==> src/rtl/ac97_regctl_pkg.sv <==
// Shared types and constants for the AC-link register command controller.
// Holds the controller state encoding, the codec init write table,
// TAG/slot bit positions and helpers that build command slot words.
package ac97_regctl_pkg;

   typedef enum logic [2:0] {
      ST_WAIT_READY = 3'd0,
      ST_INIT       = 3'd1,
      ST_IDLE       = 3'd2,
      ST_ISSUE      = 3'd3,
      ST_WAIT_RSP   = 3'd4
   } state_t;

   localparam int INIT_LEN   = 4;
   localparam int INIT_IDX_W = $clog2(INIT_LEN);

   // Entry [0] is written first: master, headphone, PCM out, record select.
   localparam logic [INIT_LEN-1:0][6:0]  INIT_ADDR = {7'h1A, 7'h18, 7'h04, 7'h02};
   localparam logic [INIT_LEN-1:0][15:0] INIT_DATA = {16'h0000, 16'h0808, 16'h0000, 16'h0000};

   localparam int TAG_READY_BIT  = 15;
   localparam int TAG_SLOT1_BIT  = 14;
   localparam int TAG_SLOT2_BIT  = 13;

   localparam int SLOT1_RW_BIT   = 19;
   localparam int SLOT1_ADDR_MSB = 18;
   localparam int SLOT1_ADDR_LSB = 12;
   localparam int SLOT2_DATA_MSB = 19;
   localparam int SLOT2_DATA_LSB = 4;

   // Command address slot: read flag in the top bit, register index below it.
   function automatic logic [19:0] cmd_slot1(input logic rd, input logic [6:0] addr);
      return {rd, addr, 12'h000};
   endfunction

   // Command data slot: 16-bit data left-justified in the 20-bit slot.
   function automatic logic [19:0] cmd_slot2(input logic [15:0] data);
      return {data, 4'h0};
   endfunction

endpackage

==> src/rtl/ac97_ready_debounce.sv <==
// Codec Ready debounce.
// Counts consecutive frame strobes with Codec Ready set while enabled;
// any strobe with Codec Ready clear restarts the count.
// Ports:
//   ac97_bitclk, ac97_rst : clock, synchronous active-high reset
//   i_strobe              : frame strobe
//   i_ready_bit           : Codec Ready bit of the input TAG
//   i_enable              : counting allowed (controller waiting for ready)
//   i_clear               : drop the debounced ready flag
//   o_codec_ready         : debounced Codec Ready
//   o_ready_hit           : single-cycle pulse on the strobe that completes the count
module ac97_ready_debounce #(
   parameter int READY_FRAMES = 4
) (
   input  logic ac97_bitclk,
   input  logic ac97_rst,
   input  logic i_strobe,
   input  logic i_ready_bit,
   input  logic i_enable,
   input  logic i_clear,
   output logic o_codec_ready,
   output logic o_ready_hit
);

   localparam logic [3:0] LOAD = 4'(READY_FRAMES);

   logic [3:0] r_cnt;
   logic       r_codec_ready;

   assign o_ready_hit   = i_enable & i_strobe & i_ready_bit & (r_cnt == 4'd1);
   assign o_codec_ready = r_codec_ready;

   always_ff @(posedge ac97_bitclk) begin
      if (ac97_rst) begin
         r_cnt         <= LOAD;
         r_codec_ready <= 1'b0;
      end else begin
         // Down-counter: reloaded whenever the run of ready frames is broken.
         if (!i_enable || (i_strobe && !i_ready_bit)) begin
            r_cnt <= LOAD;
         end else if (i_strobe) begin
            r_cnt <= (r_cnt == 4'd1) ? LOAD : r_cnt - 4'd1;
         end

         if (i_clear) begin
            r_codec_ready <= 1'b0;
         end else if (o_ready_hit) begin
            r_codec_ready <= 1'b1;
         end
      end
   end

endmodule

==> src/rtl/ac97_regctl.sv <==
// AC-link codec register command controller.
// Owns output slots 1/2. Waits for a debounced Codec Ready, writes the init
// table, then serves one host register read/write per frame and matches read
// responses from input slots 1/2 with a frame timeout.
// Ports:
//   ac97_bitclk, ac97_rst        : bit clock, synchronous active-high reset
//   ac97_strobe                  : one-cycle strobe at bit 0 of each frame
//   in_tag, in_slot1, in_slot2   : input TAG/slots latched from the previous frame
//   out_slot1(_valid), out_slot2(_valid) : command slots, held for a whole frame
//   req_*                        : host request handshake and payload
//   rsp_valid/rsp_rdata/rsp_timeout : completion pulse, read data, timeout flag
//   codec_ready, init_done       : status
//
// state         | meaning
// --------------+----------------------------------------------------------
// ST_WAIT_READY | debouncing Codec Ready, no commands driven
// ST_INIT       | issuing one init table write per frame
// ST_IDLE       | req_ready high, waiting for a host request
// ST_ISSUE      | request captured, command goes out at the next strobe
// ST_WAIT_RSP   | read issued, matching status slots or counting to timeout
module ac97_regctl
   import ac97_regctl_pkg::*;
#(
   parameter int READY_FRAMES   = 4,
   parameter int TIMEOUT_FRAMES = 8
) (
   input  logic        ac97_bitclk,
   input  logic        ac97_rst,
   input  logic        ac97_strobe,
   input  logic [15:0] in_tag,
   input  logic [19:0] in_slot1,
   input  logic [19:0] in_slot2,
   output logic [19:0] out_slot1,
   output logic        out_slot1_valid,
   output logic [19:0] out_slot2,
   output logic        out_slot2_valid,
   input  logic        req_valid,
   output logic        req_ready,
   input  logic        req_write,
   input  logic [6:0]  req_addr,
   input  logic [15:0] req_wdata,
   output logic        rsp_valid,
   output logic [15:0] rsp_rdata,
   output logic        rsp_timeout,
   output logic        codec_ready,
   output logic        init_done
);

   localparam logic [7:0] TO_LOAD = 8'(TIMEOUT_FRAMES);

   state_t                r_state;
   logic                  r_req_write;
   logic [6:0]            r_req_addr;
   logic [15:0]           r_req_wdata;
   logic [INIT_IDX_W-1:0] r_idx;
   logic [7:0]            r_tcnt;
   logic [19:0]           r_slot1;
   logic [19:0]           r_slot2;
   logic                  r_slot1_v;
   logic                  r_slot2_v;
   logic                  r_rsp_valid;
   logic                  r_rsp_timeout;
   logic [15:0]           r_rsp_rdata;
   logic                  r_init_done;

   logic w_accept;
   logic w_ready_bit;
   logic w_ready_loss;
   logic w_pending;
   logic w_in_wait_ready;
   logic w_ready_hit;
   logic w_addr_match;
   logic w_unused_bits;

   assign w_ready_bit     = in_tag[TAG_READY_BIT];
   assign w_in_wait_ready = (r_state == ST_WAIT_READY);
   assign w_accept        = req_valid & req_ready;
   assign w_ready_loss    = ac97_strobe & ~w_ready_bit & ~w_in_wait_ready;
   // A request accepted in the very cycle ready is lost still gets a response.
   assign w_pending       = w_accept | (r_state == ST_ISSUE) | (r_state == ST_WAIT_RSP);
   // The first strobe after issue still carries the frame our command was
   // sent in, so a response can only be recognised from the second one on.
   assign w_addr_match    = in_tag[TAG_SLOT1_BIT]
                            & (in_slot1[SLOT1_ADDR_MSB:SLOT1_ADDR_LSB] == r_req_addr)
                            & (r_tcnt != TO_LOAD);
   assign w_unused_bits   = ^{in_tag[TAG_SLOT2_BIT:0], in_slot1[SLOT1_RW_BIT],
                              in_slot1[SLOT1_ADDR_LSB-1:0], in_slot2[SLOT2_DATA_LSB-1:0]};

   ac97_ready_debounce #(
      .READY_FRAMES (READY_FRAMES)
   ) u_ready_debounce (
      .ac97_bitclk   (ac97_bitclk),
      .ac97_rst      (ac97_rst),
      .i_strobe      (ac97_strobe),
      .i_ready_bit   (w_ready_bit),
      .i_enable      (w_in_wait_ready),
      .i_clear       (w_ready_loss),
      .o_codec_ready (codec_ready),
      .o_ready_hit   (w_ready_hit)
   );

   always_ff @(posedge ac97_bitclk) begin
      if (ac97_rst) begin
         r_state       <= ST_WAIT_READY;
         r_req_write   <= 1'b0;
         r_req_addr    <= '0;
         r_req_wdata   <= '0;
         r_idx         <= '0;
         r_tcnt        <= '0;
         r_slot1       <= '0;
         r_slot2       <= '0;
         r_slot1_v     <= 1'b0;
         r_slot2_v     <= 1'b0;
         r_rsp_valid   <= 1'b0;
         r_rsp_timeout <= 1'b0;
         r_rsp_rdata   <= '0;
         r_init_done   <= 1'b0;
      end else begin
         r_rsp_valid   <= 1'b0;
         r_rsp_timeout <= 1'b0;
         r_rsp_rdata   <= '0;

         if (w_accept) begin
            r_req_write <= req_write;
            r_req_addr  <= req_addr;
            r_req_wdata <= req_wdata;
            r_state     <= ST_ISSUE;
         end

         if (ac97_strobe) begin
            // Slots are idle unless a command is issued at this strobe.
            r_slot1   <= '0;
            r_slot2   <= '0;
            r_slot1_v <= 1'b0;
            r_slot2_v <= 1'b0;

            if (w_ready_loss) begin
               r_state     <= ST_WAIT_READY;
               r_init_done <= 1'b0;
               if (w_pending) begin
                  r_rsp_valid   <= 1'b1;
                  r_rsp_timeout <= 1'b1;
               end
            end else begin
               case (r_state)
                  ST_WAIT_READY: begin
                     if (w_ready_hit) begin
                        r_state <= ST_INIT;
                        r_idx   <= '0;
                     end
                  end
                  ST_INIT: begin
                     r_slot1   <= cmd_slot1(1'b0, INIT_ADDR[r_idx]);
                     r_slot2   <= cmd_slot2(INIT_DATA[r_idx]);
                     r_slot1_v <= 1'b1;
                     r_slot2_v <= 1'b1;
                     if (r_idx == INIT_IDX_W'(INIT_LEN - 1)) begin
                        r_init_done <= 1'b1;
                        r_state     <= ST_IDLE;
                     end else begin
                        r_idx <= r_idx + 1'b1;
                     end
                  end
                  ST_ISSUE: begin
                     r_slot1_v <= 1'b1;
                     if (r_req_write) begin
                        r_slot1     <= cmd_slot1(1'b0, r_req_addr);
                        r_slot2     <= cmd_slot2(r_req_wdata);
                        r_slot2_v   <= 1'b1;
                        r_rsp_valid <= 1'b1;
                        r_state     <= ST_IDLE;
                     end else begin
                        r_slot1 <= cmd_slot1(1'b1, r_req_addr);
                        r_tcnt  <= TO_LOAD;
                        r_state <= ST_WAIT_RSP;
                     end
                  end
                  ST_WAIT_RSP: begin
                     if (w_addr_match) begin
                        r_rsp_valid <= 1'b1;
                        r_rsp_rdata <= in_slot2[SLOT2_DATA_MSB:SLOT2_DATA_LSB];
                        r_state     <= ST_IDLE;
                     end else if (r_tcnt == 8'd1) begin
                        r_rsp_valid   <= 1'b1;
                        r_rsp_timeout <= 1'b1;
                        r_state       <= ST_IDLE;
                     end else begin
                        r_tcnt <= r_tcnt - 8'd1;
                     end
                  end
                  default: ;
               endcase
            end
         end
      end
   end

   assign req_ready       = (r_state == ST_IDLE);
   assign out_slot1       = r_slot1;
   assign out_slot1_valid = r_slot1_v;
   assign out_slot2       = r_slot2;
   assign out_slot2_valid = r_slot2_v;
   assign rsp_valid       = r_rsp_valid;
   assign rsp_rdata       = r_rsp_rdata;
   assign rsp_timeout     = r_rsp_timeout;
   assign init_done       = r_init_done;

endmodule
==> config.mk <==
export PLATFORM = sky130hd
export DESIGN_NAME = ac97_regctl
export DESIGN_NICKNAME = d
export VERILOG_FILES = /design/src/rtl/ac97_regctl_pkg.sv /design/src/rtl/ac97_ready_debounce.sv /design/src/rtl/ac97_regctl.sv
export SDC_FILE = /design/constraint.sdc
export NUM_CORES = 1
export LEC_CHECK = 0
export ABC_AREA = 1
export CAP_MARGIN = 40
export CORE_AREA = 2 2 117 90
export DETAILED_ROUTE_END_ITERATION = 16
export DIE_AREA = 0 0 119 92
export DONT_BUFFER_PORTS = 1
export MAX_ROUTING_LAYER = met4
export RECOVER_POWER = 100
export SLEW_MARGIN = 20
export SYNTH_ARGS = -nofsm -noshare
export SYNTH_HDL_FRONTEND = slang
export SYNTH_SLANG_ARGS = --single-unit
==> constraint.sdc <==
create_clock -name ac97_bitclk -period 4.1 [get_ports ac97_bitclk]
set_input_delay 0.615 -clock ac97_bitclk [delete_from_list [all_inputs] [get_ports ac97_bitclk]]
set_output_delay 0.615 -clock ac97_bitclk [all_outputs]
set_load 0.05 [all_outputs]
==> out/summary.log, run 1 <==
INFO  clock_tree     max-clock-path-buffers=2
INFO  final_layout   seq_area=0.001742mm^2
INFO  logic_synthesis syn_avg_cell_area=7.665um^2
INFO  grt            top_usage_layer=met2
INFO  grt            grt_util_met3=8.271%
INFO  final_layout   postLayoutCoreUtil=40.75%
INFO  floorplan      floorplan.die.width=119um
INFO  floorplan      die_h=92um
INFO  sta            timing.final.crit_period=2.782ns
INFO  grt            grt.met2_usage=23.18%
INFO  routing        drc=0
INFO  logic_synthesis post_synth_most_frequent_cells=sky130_fd_sc_hd__dfxtp_1 (87), sky130_fd_sc_hd__nand2_1 (85), sky130_fd_sc_hd__nor2_1 (73)
INFO  routing        antenna_violating_nets_post_route=0
INFO  placed_design  detailed_place.area=0.003882mm^2
INFO  power          p_leak=1.765nW
INFO  logic_synthesis synth.largest_area_cell=sky130_fd_sc_hd__dfxtp_1
INFO  critical_path  timing.critical_path.slowest_stage_cell=sky130_fd_sc_hd__inv_1
INFO  critical_path  worst-path-buf-inv=1
INFO  final_layout   num-fill-cells=1063
INFO  sta            drv_slew=0
INFO  final_layout   num_antenna_cells=0
INFO  floorplan      placeableCoreArea=0.009970mm^2
INFO  grt            grt.met1_usage=21.03%
INFO  logic_synthesis postSynth.asyncResetShare=0%
INFO  grt            globalRouteTotalUtil=16.44%
INFO  sta            finalHoldViolCount=0
INFO  logic_synthesis top_cell_type_s_share_of_synthesized_area=45.45%
INFO  critical_path  reg2reg_slack=1.65ns
INFO  routing        drt_pass1_iterations=4
INFO  logic_synthesis area_contributors_post_synth=sky130_fd_sc_hd__dfxtp_1 (45%), sky130_fd_sc_hd__nand2_1 (8.3%), sky130_fd_sc_hd__nor2_1 (7.1%), sky130_fd_sc_hd__a21oi_1 (5.6%), sky130_fd_sc_hd__inv_1 (5.5%)
INFO  clock_tree     cts_hold_buffers=0
INFO  logic_synthesis yosys_most_used_dff=sky130_fd_sc_hd__dfxtp_1
INFO  logic_synthesis synth.yosys.seq_area_share=45.45%
INFO  grt            grt_pass1_vias=2716
INFO  sta            post-route-period-util=67.86%
INFO  critical_path  worstSetupStartpointType=input port
INFO  logic_synthesis synth_edf_count=0
INFO  critical_path  worst_path_dominant_cell_family=simple AND/OR/NAND/NOR gates
INFO  critical_path  crit_required=4.35ns
INFO  power          power_dens_cells=418.0mW/mm^2
INFO  routing        count_of_routing_violations_after_the_opening_detailed_route_iteration=156
INFO  routing        detail_route.wirelength=8.645mm
INFO  power          ir_drop=260.1uV
INFO  sta            rsz0062_at_grt=false
INFO  final_layout   final_area=0.004063mm^2
INFO  logic_synthesis netlist_cell_types=34
INFO  sta            timing.slew.headroom=24.68%
INFO  critical_path  path_max_fanout=35
INFO  logic_synthesis syn-cell-area=0.003832mm^2
INFO  routing        route.detailed.vias_per_inst=4.734
INFO  critical_path  rr_endpoint=r_req_addr[2]$_SDFFE_PP0P_
INFO  final_layout   nNetsFinal=587
INFO  status         status=complete, no violations
INFO  critical_path  critical_path.max_stage_delay=0.79ns
INFO  logic_synthesis netlist_instances=500
INFO  critical_path  crit-reg2reg-launch=r_state[2]$_SDFF_PP0_
INFO  sta            finalSetupViolations=0
INFO  placed_design  dp.final_hpwl=6.210mm
INFO  logic_synthesis yosys.cell_count.top_type=sky130_fd_sc_hd__dfxtp_1
INFO  min_path       holdPathEnd=out_slot1_valid$_SDFFE_PP0P_
INFO  clock_tree     tritoncts_num_sinks=87
INFO  final_layout   layoutNonFillerInstCount=635
INFO  grt            grt_start_max_net_pins=37
INFO  sta            worst_slew_pin_slew=1.129ns
INFO  grt            global_route.overflow_total=0
INFO  clock_tree     postCtsSetupRepairBufs=0
INFO  floorplan      initial_utilization=38.44%
INFO  sta            fin_setup_tns=0ns
INFO  critical_path  critical_path.cell_chain=inv_1, nor2_1, nand2_1, nand2_1, nor2_4, nand3b_1, nor2_1
INFO  placed_design  port_buffers=0
INFO  clock_tree     root_buffer=sky130_fd_sc_hd__clkbuf_16
INFO  critical_path  crit_path_dat=3.04ns
INFO  final_layout   layout-drive-gt1-share=5.411%
INFO  min_path       hold_start=ac97_rst
INFO  routing        wl_per_cell=13.61um
INFO  clock_tree     postCtsResizedCells=0
INFO  logic_synthesis synth.yosys.warnings=0
INFO  clock_tree     cts_tree=built
INFO  floorplan      die-area=0.01095mm^2
INFO  logic_synthesis synth-seq-cells=87
INFO  critical_path  setup.worst_path.class=input port to flip-flop
INFO  sta            timing.fmax=359.4MHz
INFO  min_path       whs_path_depth=1
INFO  critical_path  ff2ff_path_depth=9
INFO  min_path       worst_hold_path_type=input port to flip-flop
INFO  floorplan      placement_rows=32
INFO  final_layout   layout-area-overhead-vs-synth=6.007%
INFO  clock_tree     worst_setup_hold_path_clk_slew=0.06ns
INFO  clock_tree     num_cts_buffers=9
INFO  placed_design  dpl.cell_count=620
INFO  grt            global_route_wire_length_before_repair=13.72mm
INFO  sta            final.setup_skew=0.008415ns
INFO  grt            grt_antenna_before_repair=0
INFO  final_layout   multi_input_comb_area=0.001635mm^2
INFO  critical_path  endpoint_kind=flip-flop
INFO  placed_design  gpl.final_weighted_congestion=0.8302
INFO  routing        via_count_of_the_routed_design=3006
INFO  clock_tree     worstSkewPairLatency=0.34ns
INFO  job            cap_violations=0
INFO  clock_tree     clock_tree.htree_level_count=3
INFO  floorplan      ioPinCount=147
stage by stage:
stage | power (mW) | worst slack, ns | hold WS, ns
finish | 1.698 | 1.318 | 0.3423
global route | 1.763 | 0.9764 | 0.3264
CTS | 1.728 | 1.889 | 0.3315
detailed placement | 0.9678 | 1.890 | 0.4460
global placement | 0.9636 | 1.871 | 0.4367
floorplan | 0.9703 | 2.374 | 0.4303
worst max path at each step:
stage,start,cells past startpoint,slack [ns],to
6_report,ac97_strobe,7,1.32,rsp_rdata[8]$_SDFF_PP0_
2_1_floorplan,r_state[2]$_SDFF_PP0_,6,2.37,req_ready
5_1_grt,ac97_strobe,7,0.98,rsp_rdata[1]$_SDFF_PP0_
4_1_cts,r_state[2]$_SDFF_PP0_,6,1.89,req_ready
3_5_place_dp,ac97_strobe,7,1.89,rsp_rdata[4]$_SDFF_PP0_
3_3_place_gp,ac97_strobe,7,1.87,rsp_valid$_SDFF_PP0_
cell usage in the layout (no fill, tap or decap), types with 5 or more instances in the layout:
cell	count
sky130_fd_sc_hd__nand2_1	88
sky130_fd_sc_hd__dfxtp_1	87
sky130_fd_sc_hd__nor2_1	79
sky130_fd_sc_hd__inv_1	61
sky130_fd_sc_hd__a21oi_1	43
sky130_fd_sc_hd__o21ai_0	31
sky130_fd_sc_hd__nand3_1	25
sky130_fd_sc_hd__conb_1	16
sky130_fd_sc_hd__clkbuf_16	9
sky130_fd_sc_hd__ha_1	8
sky130_fd_sc_hd__xor2_1	6
sky130_fd_sc_hd__a32o_1	5
sky130_fd_sc_hd__o22ai_1	5
worst reg2reg max path: stages, from the launching register on:
cell	delay (ns)
sky130_fd_sc_hd__dfxtp_1	0.39
sky130_fd_sc_hd__inv_1	0.12
sky130_fd_sc_hd__nand2_1	0.13
sky130_fd_sc_hd__inv_1	0.10
sky130_fd_sc_hd__nor2_1	0.13
sky130_fd_sc_hd__nand2_1	0.12
sky130_fd_sc_hd__nor2_4	0.32
sky130_fd_sc_hd__inv_1	0.54
sky130_fd_sc_hd__o21ai_0	0.39
sky130_fd_sc_hd__a21oi_1	0.06
routing by layer:
layer	up-vias	share of wire [%]
met5	-	0
met4	0	0.91
met3	8	9.0
met2	96	43
met1	1359	47
li1	1543	-
where the power goes:
group	internal, mW	total (mW)	switching, mW
Combinational	0.0173	0.0870	0.0697
Sequential	0.851	0.856	0.00521
Clock	0.426	0.755	0.329
Total	1.29	1.70	0.404
flip-flops by register name, summed over array words and instances (netlist names):
name                            count
out_slot2                          16
r_req_wdata                        16
rsp_rdata                          16
out_slot1                           8
r_tcnt                              8
r_req_addr                          7
u_ready_debounce.r_cnt              4
r_state                             3
r_idx                               2
init_done                           1
out_slot1_valid                     1
out_slot2_valid                     1
r_req_write                         1
rsp_timeout                         1
rsp_valid                           1
u_ready_debounce.o_codec_ready      1
cell families (layout without fill, tap and decap cells):
kind of cell / Yosys count / count (layout) / share of synthesized area, %
and+or+nand+nor: 211 / 211 / 25.20
buffers and inverters: 95 / 79 / 11.56
AOI/OAI and AO/OA: 89 / 89 / 13.03
DFF: 87 / 87 / 45.45
xor gates and xnor gates: 9 / 9 / 2.057
adders and majority gates: 8 / 8 / 2.612
other: 1 / 16 / 0.09785
cell type report:
class,count,share of cell area (%)
timing repair buffer,1,0.09239
sequential,87,42.87
multi-input combinational,333,40.25
clock buffer,11,5.975
tap,136,4.188
inverter,63,5.882
clock inverter,4,0.7391
(Power assumes the default switching activity.)
==> inputs of run 2 (changes only) <==
Clock period 4.1 ns to 2.86 ns, I/O delays scaled along.
==> run 2 against run 1 <==
Register-to-register slack worse by 0.98 ns. Count of clock-buffer cells in the layout stayed put. Via count is 0.20% lower. Largest cell class unchanged. Highest routed layer unchanged.
==> out/summary.log, run 2 (same netlist as run 1, synthesis figures left out) <==
INFO  status         status=complete, no violations
INFO  final_layout   layout.cells.most_common=sky130_fd_sc_hd__nand2_1
INFO  final_layout   multi_input_comb_area=0.001644mm^2 [+0.54%]
INFO  final_layout   layout-area-overhead-vs-synth=6.693%
INFO  sta            worst_slew_pin_slew=1.079ns [-0.05004 ns]
INFO  routing        detail_route.wirelength=8.610mm [-0.40%]
INFO  floorplan      die-area=0.01095mm^2 [unchanged]
INFO  placed_design  gpl.final_weighted_congestion=0.8337 [+0.42%]
INFO  floorplan      placement_rows=32 [unchanged]
INFO  final_layout   commonest_cells_after_routing_fill_and_taps_aside=sky130_fd_sc_hd__nand2_1 (90), sky130_fd_sc_hd__dfxtp_1 (87), sky130_fd_sc_hd__nor2_1 (78), sky130_fd_sc_hd__inv_1 (60), sky130_fd_sc_hd__a21oi_1 (43)
INFO  routing        drt_pass1_iterations=4 [unchanged]
INFO  critical_path  crit_path_dat=2.45ns [-0.59 ns]
INFO  sta            timing.fmax=455.8MHz
INFO  final_layout   num_antenna_cells=0 [unchanged]
INFO  power          power.net_switching=0.5800mW [+44%]
INFO  clock_tree     cts_hold_buffers=0 [unchanged]
INFO  routing        via_count_of_the_routed_design=3000 [-0.20%]
INFO  clock_tree     max-clock-path-buffers=2 [unchanged]
INFO  critical_path  endpoint_kind=flip-flop
INFO  sta            post-route-period-util=76.72%
INFO  floorplan      placeableCoreArea=0.009970mm^2 [unchanged]
INFO  job            cap_violations=0 [unchanged]
INFO  final_layout   seq_area=0.001742mm^2 [unchanged]
INFO  power          p_leak=1.804nW [+2.2%]
INFO  final_layout   num-fill-cells=1047 [-1.5%]
INFO  min_path       worst_hold_path_type=input port to flip-flop
INFO  final_layout   layout-drive-gt1-share=5.788% [+0.38 points]
INFO  critical_path  critical_path.cell_chain=inv_1, nand2_1, inv_1, nor2_1, nand2_1, nor2_4, inv_1, o21ai_0, a21oi_1
INFO  placed_design  port_buffers=0 [unchanged]
INFO  critical_path  setup.worst_path.class=flip-flop to flip-flop
INFO  routing        antenna_violating_nets_post_route=0 [unchanged]
INFO  clock_tree     num_cts_buffers=9 [unchanged]
INFO  grt            grt_pass1_vias=2728 [+0.44%]
INFO  power          power.share.switching=23.80% [about the same]
INFO  grt            grt_start_max_net_pins=37 [unchanged]
INFO  routing        drc=0 [unchanged]
INFO  sta            fin_setup_tns=0ns [unchanged]
INFO  critical_path  critPathMostFrequentCell=sky130_fd_sc_hd__inv_1
INFO  routing        route.detailed.vias_per_inst=4.710 [-0.51%]
INFO  critical_path  path_max_fanout=36 [+2.9%]
INFO  sta            rsz0062_at_grt=false
INFO  clock_tree     tritoncts_num_sinks=87 [unchanged]
INFO  grt            grt_antenna_before_repair=0 [unchanged]
INFO  grt            globalRouteTotalUtil=16.42% [-0.030 points]
INFO  grt            global_route_wire_length_before_repair=13.62mm [-0.71%]
INFO  power          comb_power_share=5.2% [about the same]
INFO  clock_tree     postCtsResizedCells=0 [unchanged]
INFO  critical_path  worstSetupStartpointType=flip-flop
INFO  grt            global_route.overflow_total=0 [unchanged]
INFO  sta            drv_slew=0 [unchanged]
INFO  sta            timing.final.crit_period=2.194ns
INFO  critical_path  critical_path.max_stage_delay=0.76ns [-0.03 ns]
INFO  power          power=2.437mW [+43%]
INFO  clock_tree     cts_tree=built
INFO  floorplan      floorplan.die.width=119um [unchanged]
INFO  sta            final.setup_skew=0.008076ns [-0.0003392 ns]
INFO  clock_tree     clock_tree.htree_level_count=3 [unchanged]
INFO  critical_path  timing.critical_path.slowest_stage_cell=sky130_fd_sc_hd__inv_1
INFO  sta            timing.slew.headroom=28.02% [+3.3 points]
INFO  sta            finalHoldViolCount=0 [unchanged]
INFO  power          p_int=1.857mW [+43%]
INFO  clock_tree     worstSkewPairLatency=0.34ns [about the same]
INFO  floorplan      die_h=92um [unchanged]
INFO  power          ir_drop=396.5uV [+52%]
INFO  routing        count_of_routing_violations_after_the_opening_detailed_route_iteration=129 [-17%]
INFO  final_layout   nNetsFinal=589 [+0.34%]
INFO  clock_tree     root_buffer=sky130_fd_sc_hd__clkbuf_16
INFO  critical_path  crit_required=3.12ns [-1.23 ns]
INFO  sta            finalSetupViolations=0 [unchanged]
INFO  power          p_seq_share=50.4% [about the same]
INFO  floorplan      ioPinCount=147 [unchanged]
INFO  floorplan      initial_utilization=38.44% [unchanged]
INFO  power          pwr-share-clk=44.4% [about the same]
INFO  power          power_dens_cells=596.0mW/mm^2 [+43%]
INFO  clock_tree     postCtsSetupRepairBufs=0 [unchanged]
INFO  placed_design  dp.final_hpwl=6.141mm [-1.1%]
INFO  clock_tree     worst_setup_hold_path_clk_slew=0.06ns [about the same]
INFO  routing        wl_per_cell=13.52um [-0.72%]
## run 2: critical path: cells and delay by family, from the launching register on
kind                   cells  cell delay (ns)
AND/OR/NAND/NOR            4             0.36
flip-flops                 1             0.35
buffers and inverters      3             1.02
AO/OA/AOI/OAI              2             0.38
## run 2: layout make-up
cell class	instances	area share, %
Clock inverter	4	0.7956
Sequential cell	87	42.59
Multi-Input combinational cell	333	40.21
Tap cell	136	4.162
Inverter	63	5.845
Timing Repair Buffer	3	0.4590
Clock buffer	11	5.936
## run 2: per-stage QoR
| stage | worst slack [ns] | cells | hold WS (ns) | util [%] | cell area (um^2) |
|---|---|---|---|---|---|
| 2_1_floorplan | 1.320 | 515 | 0.4303 | - | 3889 |
| 3_3_place_gp | 1.067 | 622 | 0.4376 | 38.89 | 3877 |
| 3_5_place_dp | 1.033 | 622 | 0.4415 | 38.89 | 3877 |
| 4_1_cts | 0.8253 | 637 | 0.1452 | 41.65 | 4153 |
| 5_1_grt | 0.4069 | 637 | 0.1443 | 41.01 | 4089 |
| 6_report | 0.6658 | 637 | 0.1597 | 41.01 | 4089 |
## run 2: power by group through the flow
stage                     sequential [mW]  combinational [mW]  clock [mW]
after detailed placement             1.26               0.130           0
after global placement               1.25               0.129           0
final                                1.23               0.128        1.08
after floorplan                      1.25               0.138           0
after global routing                 1.23               0.142        1.16
after CTS                            1.23               0.131        1.11
## run 2: per-layer routing
layer / share of wire, % / track usage (%)
met1: 47 / 21.83
met2: 43 / 22.94
met3: 8.6 / 6.157
met4: 1.3 / 5.357
met5: 0 / -
## run 2: path summary, 6_finish.rpt
| check | to | from | cells after the start | slack (ns) |
|---|---|---|---|---|
| worst max-delay path | r_req_addr[2]$_SDFFE_PP0P_ | r_state[2]$_SDFF_PP0_ | 9 | 0.67 |
| worst max register to register | r_req_addr[2]$_SDFFE_PP0P_ | r_state[2]$_SDFF_PP0_ | 9 | 0.67 |
| worst min-delay path | out_slot1_valid$_SDFFE_PP0P_ | ac97_rst | 1 | 0.16 |
| worst min register to register | out_slot2[4]$_SDFFE_PP0P_ | r_req_wdata[0]$_SDFFE_PP0P_ | 2 | 0.45 |
